`config.mk`:
```
export PLATFORM = sky130hd
export DESIGN_NAME = keyed_step_counter
export DESIGN_NICKNAME = d
export VERILOG_FILES = /design/src/rtl/keyed_step_counter.sv
export SDC_FILE = /design/constraint.sdc
export NUM_CORES = 1
export LEC_CHECK = 0
export BUFFER_PORTS_ARGS = -buffer_cell sky130_fd_sc_hd__buf_2
export CORE_ASPECT_RATIO = 0.9
export CORE_MARGIN = 5
export CORE_UTILIZATION = 54
export DETAILED_ROUTE_END_ITERATION = 6
export GPL_ROUTABILITY_DRIVEN = 0
export PLACE_DENSITY_LB_ADDON = 0.08
export SYNTH_ARGS = -nofsm -noshare
export SYNTH_HDL_FRONTEND = slang
export SYNTH_SLANG_ARGS = --single-unit
```
`constraint.sdc`:
```
create_clock -name CLK -period 3.7 [get_ports CLK]
set_clock_uncertainty 0.2 [all_clocks]
set_input_delay 0.74 -clock CLK [delete_from_list [all_inputs] [get_ports CLK]]
set_output_delay 0.74 -clock CLK [all_outputs]
set_load 0.03 [all_outputs]
```
`src/rtl/keyed_step_counter.sv`:
```
// Key-locked up/down step counter with a four-state control FSM and a led window.
// A wrong key inverts direction and scrambles both the step and the loaded value.
module keyed_step_counter #(
   parameter int                CNT_W    = 32,
   parameter int                LED_W    = 8,
   parameter int                LED_LSB  = 16,
   parameter int                STEP_W   = 8,
   parameter int                KEY_W    = 16,
   parameter logic [KEY_W-1:0]  KEY_GOLD = 16'h3362
) (
   input  logic              CLK,
   input  logic              RST_N,
   input  logic              enable,
   input  logic              dir,
   input  logic [CNT_W-1:0]  value,
   input  logic [STEP_W-1:0] step,
   input  logic [KEY_W-1:0]  k,
   output logic [CNT_W-1:0]  count_o,
   output logic [LED_W-1:0]  led,
   output logic [1:0]        state_o,
   output logic              done
);

   typedef enum logic [1:0] {
      ST_IDLE = 2'd0,
      ST_LOAD = 2'd1,
      ST_RUN  = 2'd2,
      ST_DONE = 2'd3
   } state_t;

   state_t             r_state;
   state_t             w_state_next;
   logic [CNT_W-1:0]   r_count;
   logic [CNT_W-1:0]   w_count_next;
   logic               r_done;

   logic [KEY_W-1:0]   w_key_diff;
   logic               w_key_err;
   logic [STEP_W-1:0]  w_eff_step;
   logic [CNT_W-1:0]   w_step_ext;
   logic               w_eff_dir;
   logic [CNT_W-1:0]   w_load_mask;

   assign w_key_diff = k ^ KEY_GOLD;
   assign w_key_err  = |w_key_diff;
   assign w_eff_step = w_key_err ? (step ^ w_key_diff[STEP_W-1:0]) : step;
   assign w_step_ext = CNT_W'(w_eff_step);
   assign w_eff_dir  = dir ^ w_key_err;

   // Whole copies of the key difference tiled from bit 0; any leftover top bits stay clean.
   genvar gi;
   generate
      for (gi = 0; gi < CNT_W; gi++) begin : g_load_mask
         if (gi < (CNT_W / KEY_W) * KEY_W) begin : g_tap
            assign w_load_mask[gi] = w_key_diff[gi % KEY_W];
         end else begin : g_zero
            assign w_load_mask[gi] = 1'b0;
         end
      end
   endgenerate

   always_comb begin
      w_state_next = r_state;
      w_count_next = r_count;
      case (r_state)
         ST_IDLE: begin
            if (enable) w_state_next = ST_LOAD;
         end
         ST_LOAD: begin
            w_count_next = value ^ w_load_mask;
            w_state_next = ST_RUN;
         end
         ST_RUN: begin
            if (enable) begin
               w_count_next = w_eff_dir ? (r_count + w_step_ext) : (r_count - w_step_ext);
            end else begin
               w_state_next = ST_DONE;
            end
         end
         ST_DONE: begin
            w_state_next = ST_IDLE;
         end
         default: begin
            w_state_next = ST_IDLE;
         end
      endcase
   end

   always_ff @(posedge CLK or negedge RST_N) begin
      if (!RST_N) begin
         r_state <= ST_IDLE;
         r_count <= '0;
         r_done  <= 1'b0;
      end else begin
         r_state <= w_state_next;
         r_count <= w_count_next;
         r_done  <= (w_state_next == ST_DONE);
      end
   end

   assign count_o = r_count;
   assign led     = r_count[LED_LSB +: LED_W];
   assign state_o = r_state;
   assign done    = r_done;

endmodule

```
==> metrics.yaml <==
status: "finished, violations left"
violations: "negative setup slack"
drt_pre_antenna_iters: 5
syn_nets: 574
grt_usage: 0.314
antenna_found_initial: 0
grt_max_degree: 42
dr_total_vias: 4515
port_buffers: 102
rsz0062_at_grt: "yes"
grt.busiest_layer: "met2"
final_area_sq_mm: 0.00576
final-max-slew-violation-count: 0
ant_nets: 0
num_rows: 29
switching_share: 0.514
numCtsBuffers: 5
worstHoldStart: "count_o[11]"
period_share: 1.26
maxCapViolCount: 0
p_int_uw: 2650
final_nets: 781
startpoint: "k[11]"
yosysTopAreaCellShare: 0.226
leakagePower_uw: 0.00277
post-route-min-period_ns: 4.66
power.net_switching_uw: 2800
floorplan.initialDensity: 0.553
grt_pass1_vias: 4469
core_sq_mm: 0.00700
startpoint_type: "input pin"
synthTopCellsByArea: "dfrtp_1 23%, xnor2_1 13%, ha_1 10%, a21oi_1 7.9%, o21ai_0 5.2%"
ys_seq_elements: 35
wl_per_cell_um: 18.3
area_delta_synth_final_pct: 48.9
diodes: 0
yosysWarnings: 0
cpPeakStageDelay_ns: 0.54
ios: 103
async_flop_share: 1.00
crit_type: "in -> reg"
ys_top_cells_by_count: "61 x a21oi_1, 57 x xnor2_1, 47 x nor2_1"
ctsRootBufferMaster: "clkbuf_8"
gr-usage-met3: 0.0641
min_path_type: "reg -> reg"
slew_headroom: 0.433
cts.path.max_buffers: 2
end_kind: "flip-flop"
dieArea_sq_mm: 0.00896
path_clk_slew_ns: 0.09
cts_hold_buf: 0
ir_drop_uv: 802
drive_gt1_frac: 0.441
clkPwrFrac: 0.066
fillCellCount: 449
final.setup.worst_slack_ns: -0.964
layout.cells.non_filler: 783
cp.required_ns: 3.66
p_per_area_mw_per_mm2: 945
p_comb_frac: 0.783
routed_wl_um: 14400
hpwl_um: 10700
p_seq_frac: 0.151
syn_area_per_cell_sq_um: 8.03
clkSinkCount: 35
worstMarginPinSlew_ns: 0.850
cts_tree: "yes"
grt_first_pass_wirelength_um: 22600
die_width_um: 99.2
via_per_inst: 5.77
drc: 0
yosys.cell_types.count: 58
grt-ovfl-total: 0
path_cells: "buf_6 > or4_4 > nor4_4 > xnor2_2 > buf_4 > nor2_4 > xnor2_2 > ha_2 > or3_4 > a211oi_4 > o31ai_2 > a21o_1 > a21oi_2 > a21oi_2 > maj3_2 > a21oi_2 > xor2_1 > a21oi_1"
final_util: 0.823
setup_viol: 25
clock.fmax_mhz: 214
seq_area_frac_synth: 0.226
post_dp_cell_area_sq_mm: 0.00523
multi_input_comb_area_sq_mm: 0.00307
drt_iter0_markers: 318
ys.flop_type: "dfrtp_1"
crit_fanout: 5
synth_area_leader_cell: "dfrtp_1"
gr-usage-met2: 0.496
yosysMostFrequentCell: "a21oi_1"
synth_edf_count: 0
syn_inst: 482
hold_violations: 0
cp_slowest_cell: "or4_4"
gr-usage-met1: 0.420
arrival_ns: 4.62
rr_startpoint: "count_o[0]"
cpMostUsedCell: "a21oi_2"
seqCellArea_sq_um: 876
synth_area_sq_mm: 0.00387
cts-htree-levels: 2
dp.cells: 761
die_height_um: 90.3
clock_latency_ns: 0.30
==> kinds of logic after synthesis <==
group / Yosys count / share of synthesized area
DFF: 35 / 0.226
and+or+nand+nor: 128 / 0.162
muxes: 4 / 0.0103
buffers and inverters: 49 / 0.0608
adders and majority gates: 37 / 0.119
xor gates and xnor gates: 79 / 0.181
AOI/OAI and AO/OA: 150 / 0.241
==> path summary, 6_finish.rpt <==
kind,end,slack (ns),depth (start not counted)
setup / recovery,count_o[26],-0.96,18
min in group asynchronous,count_o[10],0.34,1
setup reg to reg,count_o[26],0.33,13
hold reg to reg,count_o[11],0.33,2
max in group asynchronous,count_o[30],2.41,1
hold / removal,count_o[11],0.33,2
==> power groups by stage <==
| stage | registers (uW) | logic, uW | clock network (uW) |
|---|---|---|---|
| floorplan | 1100 | 2120 | 0 |
| global placement | 806 | 3570 | 0 |
| detailed placement | 817 | 3670 | 0 |
| CTS | 810 | 4040 | 364 |
| global route | 848 | 4580 | 386 |
| finish | 821 | 4270 | 360 |
==> routing by layer <==
layer  up-vias  part of all wire
met4         0             0.034
met2       268              0.46
met3        53             0.098
met5         -                 0
met1      2091              0.40
li1       2103                 -
==> through the flow <==
| stage | setup TNS (ns) | worst slack, ns | total power, uW | hold WS (ns) |
|---|---|---|---|---|
| floorplan | -14.91 | -1.01 | 3220 | 0.244 |
| global placement | -21.13 | -1.15 | 4380 | 0.304 |
| detailed placement | -23.98 | -1.28 | 4490 | 0.312 |
| CTS | -15.27 | -0.903 | 5210 | 0.337 |
| global route | -19.46 | -1.10 | 5810 | 0.385 |
| finish | -15.77 | -0.964 | 5450 | 0.329 |
==> area by class of cell <==
type                            instances  area share
Multi-Input combinational cell        398       0.533
Timing Repair Buffer                  227       0.261
Sequential cell                        35       0.152
Tap cell                               93      0.0202
Inverter                               22      0.0143
Clock buffer                            5      0.0119
Clock inverter                          3     0.00760
==> timing repair <==
item	CTS	global route
pin swaps	67	48
buffers inserted	15	4
gates resized for setup	49	24
setup endpoints to repair	26	28
==> layout by cell type (no fill, tap or decap), types with 10 or more instances in the layout <==
cell type  instances
inv_1             20
buf_4            116
nor2_1            44
o21ai_0           22
nand2_1           32
a21oi_1           43
xnor2_1           46
nand3_1           10
dfrtp_1           35
a21o_1            11
xnor2_2           11
ha_1              30
buf_2             99
xor2_1            21
a21oi_2           19
o21ai_1           18
buf_6             12
==> critical path, delay by kind of cell <==
kind	cells	cell delay, ns
simple gates	4	1.32
compound gates	7	1.12
fa+ha+maj	2	0.58
xor+xnor	3	0.55
buf+inv	2	0.29
==> state kept, by name, indices dropped and copies added, names as in the netlist <==
signal,cells
done,1
count_o,32
state_o,2
Power figures use the tool's default switching activity.
